==> config.mk <==
export PLATFORM = sky130hd
export DESIGN_NAME = alu_issue_unit
export DESIGN_NICKNAME = d
export VERILOG_FILES = /design/src/rtl/alu_pkg.sv /design/src/rtl/alu_regfile.sv /design/src/rtl/alu_issue_unit.sv
export SDC_FILE = /design/constraint.sdc
export NUM_CORES = 1
export LEC_CHECK = 0
export ABC_AREA = 1
export CAP_MARGIN = 30
export CELL_PAD_IN_SITES_DETAIL_PLACEMENT = 1
export CELL_PAD_IN_SITES_GLOBAL_PLACEMENT = 2
export CORE_AREA = 5 5 122 124
export DETAILED_ROUTE_END_ITERATION = 12
export DIE_AREA = 0 0 127 129
export GPL_ROUTABILITY_DRIVEN = 1
export GPL_TIMING_DRIVEN = 1
export PLACE_DENSITY = 0.87
export SLEW_MARGIN = 10
export SYNTH_ARGS = -nofsm -noshare
export SYNTH_HDL_FRONTEND = slang
export SYNTH_SLANG_ARGS = --single-unit
==> constraint.sdc <==
create_clock -name clk -period 1.71 [get_ports clk]
set_input_delay 0.171 -clock clk [delete_from_list [all_inputs] [get_ports clk]]
set_output_delay 0.171 -clock clk [all_outputs]
set_load 0.02 [all_outputs]
==> src/rtl/alu_pkg.sv <==
// Shared definitions for the ALU issue stage: opcodes, FSM states and flag bit positions.
package alu_pkg;

    localparam logic [3:0] OP_0000 = 4'b0000;
    localparam logic [3:0] OP_0001 = 4'b0001;
    localparam logic [3:0] OP_0010 = 4'b0010;
    localparam logic [3:0] OP_0011 = 4'b0011;
    localparam logic [3:0] OP_0100 = 4'b0100;
    localparam logic [3:0] OP_0101 = 4'b0101;
    localparam logic [3:0] OP_0110 = 4'b0110;
    localparam logic [3:0] OP_0111 = 4'b0111;
    localparam logic [3:0] OP_1000 = 4'b1000;
    localparam logic [3:0] OP_1001 = 4'b1001;
    localparam logic [3:0] OP_MAX  = OP_1001;

    localparam int FLAG_CARRY = 3;
    localparam int FLAG_S     = 2;
    localparam int FLAG_Z     = 1;
    localparam int FLAG_P     = 0;

    typedef enum logic [1:0] {
        IDLE = 2'd0,
        EXEC = 2'd1,
        WB   = 2'd2
    } state_t;

    // Unary opcodes ignore B, so the issue stage presents B = 0 for them.
    function automatic logic is_unary(input logic [3:0] op);
        return (op == OP_0110) || (op == OP_1000) || (op == OP_1001);
    endfunction

    function automatic logic is_illegal(input logic [3:0] op);
        return op > OP_MAX;
    endfunction

endpackage

==> src/rtl/alu_regfile.sv <==
// NREG x W register file: two combinational read ports, a debug peek port and one
// synchronous write port, cleared by asynchronous reset.
module alu_regfile
    import alu_pkg::*;
#(
    parameter int  NREG = 4,
    parameter int  W    = 8,
    localparam int AW   = $clog2(NREG)
) (
    input  logic          clk,
    input  logic          rst_n,
    input  logic          i_we,
    input  logic [AW-1:0] i_waddr,
    input  logic [W-1:0]  i_wdata,
    input  logic [AW-1:0] i_raddr1,
    input  logic [AW-1:0] i_raddr2,
    input  logic [AW-1:0] i_dbg_addr,
    output logic [W-1:0]  o_rdata1,
    output logic [W-1:0]  o_rdata2,
    output logic [W-1:0]  o_dbg_data
);

    logic [W-1:0] r_mem [NREG];

    always_ff @(posedge clk or negedge rst_n) begin
        if (!rst_n) begin
            for (int i = 0; i < NREG; i++) begin
                r_mem[i] <= '0;
            end
        end else if (i_we) begin
            r_mem[i_waddr] <= i_wdata;
        end
    end

    assign o_rdata1   = r_mem[i_raddr1];
    assign o_rdata2   = r_mem[i_raddr2];
    assign o_dbg_data = r_mem[i_dbg_addr];

endmodule

==> src/rtl/alu_issue_unit.sv <==
// Serial issue stage for an external combinational ALU: latches one instruction,
// drives the ALU for one EXEC cycle, writes back and presents the result.
module alu_issue_unit
    import alu_pkg::*;
#(
    parameter int  NREG = 4,
    parameter int  W    = 8,
    localparam int AW   = $clog2(NREG)
) (
    input  logic          clk,
    input  logic          rst_n,
    // Both ports: a transfer happens on a rising edge where valid && ready;
    // valid and its payload must not change until that transfer.
    input  logic          in_valid,
    output logic          in_ready,
    input  logic          in_ld,
    input  logic [3:0]    in_op,
    input  logic [AW-1:0] in_rd,
    input  logic [AW-1:0] in_rs1,
    input  logic [AW-1:0] in_rs2,
    input  logic          in_use_imm,
    input  logic [W-1:0]  in_imm,
    output logic [W-1:0]  alu_a,
    output logic [W-1:0]  alu_b,
    output logic [3:0]    alu_opcode,
    input  logic [W-1:0]  alu_result,
    input  logic          alu_carry,
    input  logic          alu_s,
    input  logic          alu_z,
    input  logic          alu_p,
    output logic          out_valid,
    input  logic          out_ready,
    output logic [W-1:0]  out_result,
    output logic [3:0]    out_flags,
    output logic          out_err,
    input  logic [AW-1:0] dbg_addr,
    output logic [W-1:0]  dbg_data,
    output logic [1:0]    dbg_state
);

    state_t        r_state;
    logic [AW-1:0] r_rd;
    logic [W-1:0]  r_alu_a;
    logic [W-1:0]  r_alu_b;
    logic [3:0]    r_alu_op;
    logic [W-1:0]  r_out_result;
    logic [3:0]    r_out_flags;
    logic          r_out_err;

    logic          w_accept;
    logic          w_we;
    logic [AW-1:0] w_waddr;
    logic [W-1:0]  w_wdata;
    logic [W-1:0]  w_rs1_data;
    logic [W-1:0]  w_rs2_data;

    assign w_accept = in_valid && (r_state == IDLE);

    // Loads write at the accept edge; ALU results write at the end of EXEC.
    always_comb begin
        w_we    = 1'b0;
        w_waddr = r_rd;
        w_wdata = alu_result;
        if (w_accept && in_ld) begin
            w_we    = 1'b1;
            w_waddr = in_rd;
            w_wdata = in_imm;
        end else if (r_state == EXEC) begin
            w_we = 1'b1;
        end
    end

    alu_regfile #(
        .NREG (NREG),
        .W    (W)
    ) u_regfile (
        .clk        (clk),
        .rst_n      (rst_n),
        .i_we       (w_we),
        .i_waddr    (w_waddr),
        .i_wdata    (w_wdata),
        .i_raddr1   (in_rs1),
        .i_raddr2   (in_rs2),
        .i_dbg_addr (dbg_addr),
        .o_rdata1   (w_rs1_data),
        .o_rdata2   (w_rs2_data),
        .o_dbg_data (dbg_data)
    );

    always_ff @(posedge clk or negedge rst_n) begin
        if (!rst_n) begin
            r_state      <= IDLE;
            r_rd         <= '0;
            r_alu_a      <= '0;
            r_alu_b      <= '0;
            r_alu_op     <= '0;
            r_out_result <= '0;
            r_out_flags  <= '0;
            r_out_err    <= 1'b0;
        end else begin
            case (r_state)
                IDLE: begin
                    if (w_accept) begin
                        if (in_ld) begin
                            r_out_result <= in_imm;
                            r_out_err    <= 1'b0;
                            r_state      <= WB;
                        end else if (is_illegal(in_op)) begin
                            r_out_err <= 1'b1;
                            r_state   <= WB;
                        end else begin
                            r_rd     <= in_rd;
                            r_alu_a  <= w_rs1_data;
                            r_alu_b  <= is_unary(in_op) ? '0 :
                                        (in_use_imm ? in_imm : w_rs2_data);
                            r_alu_op <= in_op;
                            r_state  <= EXEC;
                        end
                    end
                end
                EXEC: begin
                    r_out_result             <= alu_result;
                    r_out_flags[FLAG_CARRY]  <= alu_carry;
                    r_out_flags[FLAG_S]      <= alu_s;
                    r_out_flags[FLAG_Z]      <= alu_z;
                    r_out_flags[FLAG_P]      <= alu_p;
                    r_out_err                <= 1'b0;
                    r_state                  <= WB;
                end
                WB: begin
                    if (out_ready) begin
                        r_state <= IDLE;
                    end
                end
                default: r_state <= IDLE;
            endcase
        end
    end

    assign in_ready   = (r_state == IDLE);
    assign out_valid  = (r_state == WB);
    assign alu_a      = r_alu_a;
    assign alu_b      = r_alu_b;
    assign alu_opcode = r_alu_op;
    assign out_result = r_out_result;
    assign out_flags  = r_out_flags;
    assign out_err    = r_out_err;
    assign dbg_state  = r_state;

endmodule
==> impl_metrics.py <==
metrics = {
    "status": {
        "status": "complete, no violations",
    },
    "worst_hold_path": {
        "hp-class": "primary input to async pin",
    },
    "floorplan": {
        "die_w_microns": 127,
        "start_util_pct": 28.15,
        "coreArea_sq_um": 13670,
        "dieArea_sq_um": 16380,
        "ios": 83,
        "die_h_microns": 129,
        "placementRows": 43,
    },
    "timing": {
        "slew_headroom_pct": 69.99,
        "rsz0062_at_grt": "false",
        "layout_min_cycle_time_ns": 1.611,
        "fmax_mhz": 620.6,
        "drv_slew": 0,
        "skew_ns": 0.006838,
        "worst_pin_slew_ns": 0.4497,
        "hold_viol_final": 0,
        "setup_viol": 0,
        "period_share_pct": 94.23,
    },
    "yosys": {
        "synth_xor_area_share_pct": 0,
        "synth_compound_area_share_pct": 11.97,
        "syn_inst": 519,
        "async_flop_share_pct": 100.0,
        "synthSimpleGateAreaFrac_pct": 35.75,
        "synthMuxAreaShare_pct": 1.171,
        "synth_fa_ha_area_share_pct": 0,
        "synth-edff-count": 0,
        "syn_area_per_cell_sq_um": 7.411,
        "synthesis.nets": 557,
        "synth_top_family_by_area": "simple AND/OR/NAND/NOR gates",
        "synth.cell_area_sq_um": 3846,
        "synth-main-ff-cell": "dfrtp_1",
        "ys_seq_area_share_pct": 44.89,
        "ys_warn_count": 0,
        "ys_types": 27,
        "ys_seq_elements": 69,
    },
    "critical_path": {
        "critPathRequiredTime_ns": 1.54,
        "cp_max_fo": 8,
        "cp-start-kind": "primary input",
        "critical-path-top-delay-family": "buffers and inverters",
        "slowest_delay_ns": 0.50,
        "critical_path_buf_inv_count": 4,
        "cp_slowest_cell": "clkdlybuf4s50_1",
        "path_class": "primary input to output port",
        "endpoint_kind": "output port",
        "crit_chain": "clkdlybuf4s50_1 > inv_1 > buf_4 > o21ai_0 > o22ai_1 > clkdlybuf4s15_1",
        "critPathArrivalTime_ns": 1.44,
    },
    "finish": {
        "final_nets": 671,
        "layout-drive-gt1-share_pct": 15.83,
        "area_delta_synth_final_pct": 40.50,
        "n_antenna_cell": 0,
        "design_area_sq_um": 5404,
    },
    "global_route": {
        "overflow": 0,
        "track_usage_pct": 18.41,
        "grt_pass1_wl_microns": 23320,
        "grt_antenna_before_repair": 0,
        "grt_max_degree": 70,
        "grt_pass1_vias": 4235,
    },
    "cts": {
        "cts_tree": "built",
        "cts-root-buf": "clkbuf_16",
        "clock-sinks": 69,
        "clk_latency_ns": 0.35,
        "post_cts_buffers": 0,
        "cts_buffers": 9,
        "clkTransAtPathRegs_ns": 0.06,
        "htree_num_levels": 3,
        "cts.path.max_buffers": 2,
    },
    "place": {
        "dp.final_hpwl_microns": 10880,
        "gp_congestion": 0.9261,
        "placed_area_sq_um": 5114,
        "io_buffer_count": 82,
    },
    "routing": {
        "postRouteAntennaNets": 0,
        "drt_first_iter_violations": 217,
        "drc_errors": 0,
        "dr.pass1.iters": 4,
        "vias_per_cell": 4.872,
        "vias": 3985,
        "wl_microns": 14550,
        "wl_per_cell_microns": 17.78,
    },
    "power": {
        "ir_drop_uv": 701.6,
        "power.density_nw_per_um2": 1578,
        "power_leakage_uw": 0.002651,
        "finalPower_uw": 8527,
    },
    "run": {
        "cap_violations": 0,
    },
}
[final cells by class]
class / count / area, sq um
sequential: 69 / 1734
inverter: 28 / 107.6
clock buffer: 9 / 225.2
multi-input combinational: 401 / 1881
clock inverter: 7 / 81.33
timing repair buffer: 124 / 1150
tap: 180 / 225.2
fill: 1684 / 8262
[sequential cells by signal (all words and copies together) (netlist names)]
signal	cells
alu_b	8
r_rd	2
u_regfile.r_mem	32
out_result	8
alu_opcode	4
alu_a	8
out_err	1
dbg_state	2
out_flags	4
[stage by stage]
step | setup TNS, ns | hold WS [ns] | util, % | cells | setup WS (ns)
2_1_floorplan | 0 | -0.1246 | - | 519 | 0.1399
3_3_place_gp | -1.448 | 0.2245 | 37.42 | 801 | -0.1951
3_5_place_dp | -2.123 | 0.2286 | 37.42 | 801 | -0.2354
4_1_cts | 0 | 0.3802 | 39.69 | 818 | 0.005081
5_1_grt | 0 | 0.4149 | 39.54 | 818 | 0.003631
6_report | 0 | 0.3817 | 39.54 | 818 | 0.09871
[timing repair]
| item | in CTS | in global routing |
|---|---|---|
| resized for setup | 15 | 16 |
| gates cloned | 0 | 0 |
| setup endpoints to repair | 10 | 9 |
| hold buffers | 1 | 0 |
| endpoints found under the hold margin | 69 | 0 |
[cells in the mapped netlist (2+ instances only)]
library cell / count / share of area (%)
nor2_1: 33 / 3.2
nand3_1: 59 / 7.7
buf_6: 4 / 1.2
a21oi_1: 5 / 0.65
dfrtp_1: 69 / 45
inv_1: 26 / 2.5
o22ai_1: 14 / 2.3
o21ai_2: 8 / 1.8
buf_1: 2 / 0.20
o21ai_0: 53 / 6.9
buf_2: 6 / 0.78
nand2_1: 205 / 20
nand2_4: 6 / 1.8
clkbuf_1: 7 / 0.68
nor2_4: 2 / 0.59
nand2_2: 2 / 0.33
nand3_2: 5 / 1.3
mux2_2: 4 / 1.2
[layer usage]
metal | up-vias | global-route usage, % | wire length [microns]
met3 | 26 | 5.147 | 1096
met2 | 138 | 28.58 | 6587
met4 | 0 | 6.498 | 325
met5 | - | 0 | 0
met1 | 1895 | 24.72 | 6539
li1 | 1926 | - | -
[tightest hold or removal path, delay by kind of cell]
kind	cells	cell delay, ns
buffers and inverters	3	0.96
[layout by cell type, fill, tap and decap left out, drive strengths merged]
cell type	count
inv	32
clkinvlp	1
bufinv	1
buf	42
dlygate4sd3	1
o31ai	1
clkbuf	15
mux2	4
nor2	37
dfrtp	69
nand3	64
o21ai	62
o22ai	14
clkdlybuf4s50	71
nand2	213
nand3b	1
clkdlybuf4s15	1
dlygate4sd2	3
a21oi	5
clkinv	1
[logic make-up (layout without fill, tap and decap cells)]
family,Yosys count,count (layout)
AOI/OAI and AO/OA,82,82
buffers and inverters,49,168
muxes,4,4
DFF,69,69
and+or+nand+nor,315,315
[power breakdown]
| part | switching (uW) | leakage (uW) | internal [uW] |
|---|---|---|---|
| Clock | 799 | 0.000147 | 1150 |
| Combinational | 2030 | 0.00164 | 1580 |
| Sequential | 659 | 0.000861 | 2310 |
[path summary, 6_finish.rpt]
path,cells past startpoint,to,slack [ns],from
setup / recovery,6,dbg_data[0],0.1,dbg_addr[0]
hold / removal,3,out_flags[0],0.38,rst_n
setup reg to reg,8,u_regfile.r_mem[7],0.16,dbg_state[1]
hold reg to reg,2,alu_a[6],0.47,alu_a[6]
max in group asynchronous,3,u_regfile.r_mem[9],1.00,rst_n
min in group clk,2,dbg_state[1],0.39,out_ready
Power figures use the tool's default switching activity.
